<file path="config.mk">
export PLATFORM = sky130hd
export DESIGN_NAME = tl_response_serializer
export DESIGN_NICKNAME = d
export VERILOG_FILES = /design/src/rtl/tl_response_serializer.sv
export SDC_FILE = /design/constraint.sdc
export NUM_CORES = 1
export LEC_CHECK = 0
export ABC_AREA = 1
export CAP_MARGIN = 25
export CELL_PAD_IN_SITES_DETAIL_PLACEMENT = 0
export CELL_PAD_IN_SITES_GLOBAL_PLACEMENT = 1
export CORE_UTILIZATION = 46
export CTS_CLUSTER_DIAMETER = 40
export DETAILED_ROUTE_END_ITERATION = 10
export GPL_ROUTABILITY_DRIVEN = 0
export HOLD_SLACK_MARGIN = 0.12
export PLACE_DENSITY = 0.76
export SKIP_CTS_REPAIR_TIMING = 1
export SLEW_MARGIN = 0
export SYNTH_ARGS = -nofsm -noshare
export SYNTH_HDL_FRONTEND = slang
export SYNTH_SLANG_ARGS = --single-unit
export TNS_END_PERCENT = 1
</file>
<file path="constraint.sdc">
create_clock -name clk -period 8.6 [get_ports clk]
set_input_delay 1.72 -clock clk [delete_from_list [all_inputs] [get_ports clk]]
set_output_delay 1.72 -clock clk [all_outputs]
set_load 0.05 [all_outputs]
</file>
<file path="src/rtl/tl_response_serializer.sv">
// Purpose: buffers TileLink response frames in a FIFO_DEPTH-deep packet FIFO and streams each one as bytes to a UART transmitter.
// Latency: the first byte is valid the cycle after the frame push edge, and back-to-back packets stream with no bubble.
// Backpressure: tl_out_ready drops while FIFO_DEPTH frames are held, and tx_valid/tx_data hold steady while tx_ready is low.
//
// Optional feature: define TL_RESP_CHECKSUM_EN to append an XOR checksum byte to every packet.
//
// Ports:
//   clk, reset (async, active-high)
//   tl_out_valid/tl_out_ready : frame handshake from the deserializer
//   tl_out_bits_*             : frame fields (source is not transmitted)
//   tx_valid/tx_ready/tx_data : byte stream toward the UART
//   fifo_count                : frames held, including the one being sent
//   trunc_err                 : sticky flag, set when a field bit that does not fit the packet was nonzero
module tl_response_serializer #(
    parameter int ADDR_BYTES = 4,
    parameter int DATA_BYTES = 8,
    parameter int FIFO_DEPTH = 4
) (
    input  logic                          clk,
    input  logic                          reset,
    input  logic                          tl_out_valid,
    output logic                          tl_out_ready,
    input  logic [2:0]                    tl_out_bits_chanId,
    input  logic [2:0]                    tl_out_bits_opcode,
    input  logic [2:0]                    tl_out_bits_param,
    input  logic [7:0]                    tl_out_bits_size,
    input  logic [7:0]                    tl_out_bits_source,
    input  logic [63:0]                   tl_out_bits_address,
    input  logic [63:0]                   tl_out_bits_data,
    input  logic                          tl_out_bits_corrupt,
    input  logic [8:0]                    tl_out_bits_union,
    output logic                          tx_valid,
    input  logic                          tx_ready,
    output logic [7:0]                    tx_data,
    output logic [$clog2(FIFO_DEPTH):0]   fifo_count,
    output logic                          trunc_err
);

    localparam int PKT_BYTES = 4 + ADDR_BYTES + DATA_BYTES;
`ifdef TL_RESP_CHECKSUM_EN
    localparam int PKT_LEN   = PKT_BYTES + 1;
`else
    localparam int PKT_LEN   = PKT_BYTES;
`endif
    localparam int PKT_W = 8 * PKT_LEN;
    localparam int PW    = $clog2(FIFO_DEPTH);
    localparam int CW    = PW + 1;
    localparam int IW    = $clog2(PKT_LEN);

    // Bits of address/data that fit into the packet; anything outside is dropped.
    localparam logic [63:0] ADDR_MASK = (ADDR_BYTES >= 8) ? '1 : ((64'd1 << (8 * ADDR_BYTES)) - 64'd1);
    localparam logic [63:0] DATA_MASK = (DATA_BYTES >= 8) ? '1 : ((64'd1 << (8 * DATA_BYTES)) - 64'd1);

    typedef enum logic {IDLE, SEND} state_t;

    state_t                 state, state_nxt;
    logic [PKT_W-1:0]       mem [FIFO_DEPTH];
    logic [PW-1:0]          wr_ptr, rd_ptr;
    logic [IW-1:0]          idx, idx_nxt;
    logic [CW-1:0]          count_nxt;
    logic [8*PKT_BYTES-1:0] body;
    logic [PKT_W-1:0]       pkt_in;
    logic [PKT_W-1:0]       pkt_head;
    logic [7:0]             cur_byte;
    logic                   full, push, pop, tx_fire, last_byte, frame_trunc;

    // Source id is accepted but never transmitted.
    logic unused_source;
    assign unused_source = ^tl_out_bits_source;

    // Byte i of the packet lives at body[8*i +: 8], so b0 is in the low byte.
    assign body = {tl_out_bits_data[8*DATA_BYTES-1:0],
                   tl_out_bits_address[8*ADDR_BYTES-1:0],
                   tl_out_bits_union[7:0],
                   tl_out_bits_size,
                   {tl_out_bits_corrupt, tl_out_bits_param, 1'b0, tl_out_bits_opcode},
                   {5'b00000, tl_out_bits_chanId}};

`ifdef TL_RESP_CHECKSUM_EN
    logic [7:0] csum;
    always_comb begin
        csum = 8'h00;
        for (int i = 0; i < PKT_BYTES; i++) begin
            csum = csum ^ body[8*i +: 8];
        end
    end
    assign pkt_in = {csum, body};
`else
    assign pkt_in = body;
`endif

    assign frame_trunc = tl_out_bits_union[8]
                       | (|(tl_out_bits_address & ~ADDR_MASK))
                       | (|(tl_out_bits_data    & ~DATA_MASK));

    // FIFO control. Pushing is blocked while full even if the head pops in the same cycle.
    assign full         = (fifo_count == CW'(FIFO_DEPTH));
    assign tl_out_ready = !full && !reset;
    assign push         = tl_out_valid && tl_out_ready;

    assign tx_valid  = (state == SEND);
    assign tx_fire   = tx_valid && tx_ready;
    assign last_byte = (idx == IW'(PKT_LEN - 1));
    assign pop       = tx_fire && last_byte;
    assign count_nxt = fifo_count + CW'(push) - CW'(pop);

    assign pkt_head = mem[rd_ptr];
    assign cur_byte = pkt_head[{idx, 3'b000} +: 8];
    assign tx_data  = tx_valid ? cur_byte : 8'h00;

    // A push moves IDLE straight to SEND, so the first byte is presented right after the push edge.
    always_comb begin
        state_nxt = state;
        idx_nxt   = idx;
        case (state)
            IDLE: begin
                if (push || (fifo_count != '0)) begin
                    state_nxt = SEND;
                end
            end
            SEND: begin
                if (tx_fire) begin
                    if (last_byte) begin
                        idx_nxt = '0;
                        if (count_nxt == '0) begin
                            state_nxt = IDLE;
                        end
                    end else begin
                        idx_nxt = idx + 1'b1;
                    end
                end
            end
            default: state_nxt = IDLE;
        endcase
    end

    always_ff @(posedge clk or posedge reset) begin
        if (reset) begin
            state      <= IDLE;
            idx        <= '0;
            wr_ptr     <= '0;
            rd_ptr     <= '0;
            fifo_count <= '0;
            trunc_err  <= 1'b0;
        end else begin
            state      <= state_nxt;
            idx        <= idx_nxt;
            fifo_count <= count_nxt;
            if (push) begin
                wr_ptr <= wr_ptr + 1'b1;
            end
            if (pop) begin
                rd_ptr <= rd_ptr + 1'b1;
            end
            if (push && frame_trunc) begin
                trunc_err <= 1'b1;
            end
        end
    end

    // Packet storage needs no reset: an entry is only read after it has been written.
    always_ff @(posedge clk) begin
        if (push) begin
            mem[wr_ptr] <= pkt_in;
        end
    end

endmodule
</file>
==> results of run 1 <==
[sequential cells by signal (all words and copies together), names as in the netlist]
name / flops
idx: 4
trunc_err: 1
wr_ptr: 2
tx_valid: 1
mem: 488
fifo_count: 3
rd_ptr: 2
[cell type report]
class / count / area [um^2] / share of cell area (%)
clock buffers: 78 / 1813 / 7.181
multi-input cells: 1150 / 4912 / 19.46
well taps: 592 / 740.7 / 2.934
flip-flops and latches: 501 / 14990 / 59.36
diodes: 2 / 5.005 / 0.01982
clock inverters: 48 / 486.7 / 1.928
inverters: 102 / 389.1 / 1.541
repair buffers: 193 / 1912 / 7.573
[worst min path at each step]
stage / startpoint / end
after floorplan: idx[3]$_DFFE_PP0P_ / idx[3]$_DFFE_PP0P_
after global placement: trunc_err$_DFFE_PP0P_ / trunc_err$_DFFE_PP0P_
after detailed placement: trunc_err$_DFFE_PP0P_ / trunc_err$_DFFE_PP0P_
after CTS: trunc_err$_DFFE_PP0P_ / trunc_err$_DFFE_PP0P_
after global routing: trunc_err$_DFFE_PP0P_ / trunc_err$_DFFE_PP0P_
final: trunc_err$_DFFE_PP0P_ / trunc_err$_DFFE_PP0P_
[through the flow]
stage	hold slack [ns]	power, mW
final	0.4720	8.332
after global routing	0.5000	8.813
after CTS	0.4721	8.421
after detailed placement	0.4572	5.624
after global placement	0.4496	5.590
after floorplan	0.4655	4.859
[cells by family after synthesis]
| family | count (synthesis) | synth area share [%] |
|---|---|---|
| and+or+nand+nor | 967 | 18.59 |
| DFF | 501 | 72.10 |
| buffers and inverters | 199 | 4.438 |
| AOI/OAI and AO/OA | 169 | 4.101 |
| adders and majority gates | 8 | 0.5179 |
| xor gates and xnor gates | 6 | 0.2529 |
[worst max-delay path, cell delays in order, from the launching register on]
cell	delay (ns)
dfrtp_4	0.73
buf_4	0.63
buf_4	0.84
nor2_1	0.11
nor2_1	0.13
o21ai_0	0.09
nand3_1	0.10
nand3_1	0.11
nand2_1	0.12
nand2_1	0.06
nor2_1	0.24
nor2_1	0.08
nor2_1	0.09
clkdlybuf4s50_1	0.87
[layer usage]
layer,track usage (%),wire [um],share of wire [%]
met5,0,13,0.026
met4,6.333,939,1.9
met3,4.340,2988,6.1
met2,35.65,23770,48
met1,29.03,21390,44
[synth_stat cells, drive strengths merged]
library cell,count
nand2,492
edfxtp,488
nor2,305
o21ai,158
nand3,156
inv,101
buf,79
clkbuf,18
dfrtp,13
nor4,9
a21oi,8
ha,7
nand4,4
xor2,4
o211ai,2
xnor2,2
a31oi,1
clkinv,1
fa,1
or2,1
[cell usage in the layout, fill, tap and decap left out, drive strengths merged, types with 8 or more instances in the layout]
cell	netlist	layout
nand2	492	492
edfxtp	488	488
nor2	305	305
clkdlybuf4s50	0	172
o21ai	158	158
nand3	156	156
inv	101	107
clkbuf	18	78
clkinv	1	28
buf	79	21
dfrtp	13	13
nor4	9	9
a21oi	8	8
clkinvlp	0	8
[power by group]
part / internal [mW] / total [mW] / switching (mW)
logic: 0.708 / 2.45 / 1.74
registers: 2.97 / 3.09 / 0.128
clock network: 1.74 / 2.79 / 1.04
==> reports/metrics.cfg, run 1 <==
[worst_setup_path]
reg2reg_to=tx_valid$_DFF_PP0_
cp-endpoint=tx_data[6]
timing.rr.start=idx[1]$_DFFE_PP0P_
cp.arrival_ns=4.90
required_ns=6.88
startpoint_type=flop
cp_max_fo=86
path_class=flop to primary output
crit_path_start=rd_ptr[0]$_DFFE_PP0P_
reg2reg_depth=14
endpoint_kind=primary output
r2r_setup_slack_ns=5.27

[route]
avgViaCountPerCell=5.110
drcViolationCount=0
first_pass_iters=5
wl_um=49090
routedWlPerCell_um=18.41
vias=13620
ant_nets=0
drtIter0Drc=928

[synth]
ys_seq_area_share_pct=72.10
syn-cell-area_mm2=0.02078
synth_seq_cells=501
yosysTopAreaCell=edfxtp_1
synth_fp_nets=2025
yosys-top-cells-area=edfxtp_1 (71%), nand2_1 (8.9%), nor2_1 (5.5%)
synth_warnings=0
syn_inst=1850
synthDominantCellAreaShare_pct=70.53
yosysUniqueCellTypes=27
postSynthAreaPerCell_um2=11.23

[final_layout]
nets=2192
fillers=3695
instances_no_fill=2666
final_cell_area_mm2=0.02525
drive_gt1_share_pct=7.095
finalCoreUtilization_pct=56.84
areaGrowthSynthToFinish_pct=21.51

[cts]
clock_latency_ns=0.57
cts_root_buf=clkbuf_16
clk_pin_slew_ns=0.06
cts_tree=built
cts_buffers=69
cts_sinks=501
cts.path.max_buffers=3
htree_levels=3

[global_routing]
track_usage_pct=21.62
grt_pass1_vias=13440
grt_first_pass_wirelength_um=75800
grt_start_max_net_pins=150
antenna_found_initial=2
overflow=0

[timing]
fmax_mhz=151.2
tightest_slew_ns=1.013
slew_viol_final=0
timing.final.crit_share_pct=76.93
fin_ws_ns=1.984
finalClockSkew_ns=0.01412
maxSlewHeadroom_pct=32.29
rsz0062_at_grt=false
setup_violations=0
period_needed_ns=6.616
hold_violations=0
fin_setup_tns_ns=0

[die]
io-pin-count=181
dieHeight_um=214.5
start_util_pct=46.78
design.core.area_mm2=0.04441
die_width_um=214.5
rows=77
die-area_mm2=0.04602

[min_path]
hold_path_class=flop to flop
hold_depth=2

[placed_design]
dp_hpwl_um=27230
place_area_mm2=0.02291
dp_slack_ns=2.562
placedCellCount=2537
port-buffer-count=172

[pwr]
p_leak_nw=9.481
power.density_mw_per_mm2=330.0
ir_drop_v=0.0002037

[outcome]
status=finished clean

[run]
max-cap-violations=0

Power figures use the tool's default switching activity.
==> run 2: changes to the inputs <==
CORE_UTILIZATION = 42   (was 46)
PLACE_DENSITY = 0.73   (was 0.76)
clock period = 5.5 ns   (was 8.6 ns; I/O delays follow)
==> reports/metrics.cfg, run 2 (synthesis results as in run 1) <==
[die]
io-pin-count=181
die-area_mm2=0.05036
design.core.area_mm2=0.04885
dieHeight_um=224.4
start_util_pct=42.53
rows=81
die_width_um=224.4

[worst_setup_path]
crit_family=simple AND/OR/NAND/NOR gates
critPathSlowestCell=buf_12
crit_buf_inv=2
endpoint_kind=primary output
path_class=flop to primary output
r2r_setup_slack_ns=2.21
cp_slowest_stage_delay_ns=0.73
reg2reg_to=tx_valid$_DFF_PP0_
cp.arrival_ns=3.63
startpoint_type=flop
timing.rr.start=idx[0]$_DFFE_PP0P_
path_cells=buf_12 -> nor2_1 -> nor2_1 -> o21ai_0 -> nand3_1 -> nand2_1 -> nor2_1 -> nor2_1 -> nor2_1 -> nor2_1 -> nor2_1 -> buf_12
cpMostUsedCell=nor2_1
required_ns=4.40
cp_max_fo=230
reg2reg_depth=14

[global_routing]
grt_start_max_net_pins=231
overflow=0
grtUsageMet2_pct=34.56
grt_pass1_vias=13400
track_usage_pct=20.32
busiest_layer=met2
use_met1_pct=26.25
antenna_found_initial=3
met3_usage_pct=3.592
grt_first_pass_wirelength_um=76920

[timing]
rsz0062_at_grt=false
fin_setup_tns_ns=0
slew_viol_final=0
maxSlewHeadroom_pct=22.92
fin_ws_ns=0.7710
setup_violations=0
hold_violations=0
holdWs_ns=0.4612
tightest_slew_ns=1.156
timing.final.crit_share_pct=85.98
period_needed_ns=4.729
finalClockSkew_ns=0.02655
fmax_mhz=211.5

[final_layout]
layout_commonest_cell=nand2_1
drive_gt1_share_pct=8.238
final_cell_mix=nand2_1 (492), edfxtp_1 (488), nor2_1 (299), clkdlybuf4s50_1 (164), nand3_1 (156)
finalCoreUtilization_pct=52.63
largest-register=mem
largest_register_ffs=488
areaGrowthSynthToFinish_pct=23.74
fillers=4286
nets=2201
instances_no_fill=2754
top_regs=mem (488), idx (4), fifo_count (3)

[pwr]
power.density_mw_per_mm2=525.9
ir_drop_v=0.0003969
p_leak_nw=9.639

[placed_design]
dp_slack_ns=1.394
port-buffer-count=172
dp_hpwl_um=28320
placedCellCount=2612

[cts]
cts_buffers=76
cts_tree=built
cts_sinks=501
cts_root_buf=clkbuf_16
clk_pin_slew_ns=0.05
htree_levels=3
cts.path.max_buffers=3
clock_latency_ns=0.61

[min_path]
hold_path_class=flop to flop
hold_depth=2
holdPathEnd=trunc_err$_DFFE_PP0P_
min_from=trunc_err$_DFFE_PP0P_

[route]
drtIter0Drc=873
routedWlPerCell_um=18.29
vias=13760
drcViolationCount=0
avgViaCountPerCell=4.995
wl_um=50360
ant_nets=0
first_pass_iters=5

[outcome]
status=finished clean

[run]
max-cap-violations=0

run 2: changes by cell type in the layout (fill, tap and decap cells not counted), sizes merged:
| cell | before | now |
|---|---|---|
| clkdlybuf4s50 | 172 | 164 |
| clkinvlp | 8 | 11 |
| bufinv | 7 | 3 |
| inv | 107 | 121 |
| clkinv | 28 | 25 |
| clkbuf | 78 | 82 |
| buf | 21 | 31 |
run 2: final cells by class:
class	count	area [um^2]	share of cell area, %
multi-input cells	1150	4907	19.09
repair buffers	195	2100	8.167
diodes	2	5.005	0.01947
well taps	664	830.8	3.232
flip-flops and latches	501	14990	58.30
clock inverters	58	565.5	2.200
clock buffers	82	1924	7.485
inverters	102	389.1	1.514
run 2: through the flow:
step	area [um^2]	power, mW
3_5_place_dp	23210	9.031
5_1_grt	25710	14.26
2_1_floorplan	20790	7.566
3_3_place_gp	23210	8.971
4_1_cts	25700	13.68
6_report	25710	13.52
run 2: how the worst max path moves through the flow:
| stage | cells after the start | endpoint | startpoint |
|---|---|---|---|
| finish | 12 | tx_data[7] | rd_ptr[0]$_DFFE_PP0P_ |
| global route | 13 | tx_data[0] | rd_ptr[0]$_DFFE_PP0P_ |
| global placement | 13 | tx_data[7] | rd_ptr[0]$_DFFE_PP0P_ |
| detailed placement | 13 | tx_data[1] | rd_ptr[0]$_DFFE_PP0P_ |
| floorplan | 3 | mem[0][0]$_DFFE_PP_ | reset |
| CTS | 13 | tx_data[1] | rd_ptr[0]$_DFFE_PP0P_ |
run 2: where the power goes:
group	internal, mW	switching, mW
Sequential	4.64	0.182
Clock	2.77	1.85
Combinational	1.29	2.79
run 2: tightest hold or removal path, delay by kind of cell (launching register included):
kind          cells  cell delay [ns]
flops             1             0.34
simple gates      1             0.05
buf+inv           1             0.04
run 2: metal layers:
metal | vias to the layer above | part of all wire, % | wire [um]
li1 | 6652 | - | -
met1 | 6719 | 43 | 21890
met2 | 299 | 50 | 25090
met3 | 84 | 4.1 | 2075
met4 | 2 | 2.6 | 1286
met5 | - | 0.026 | 13
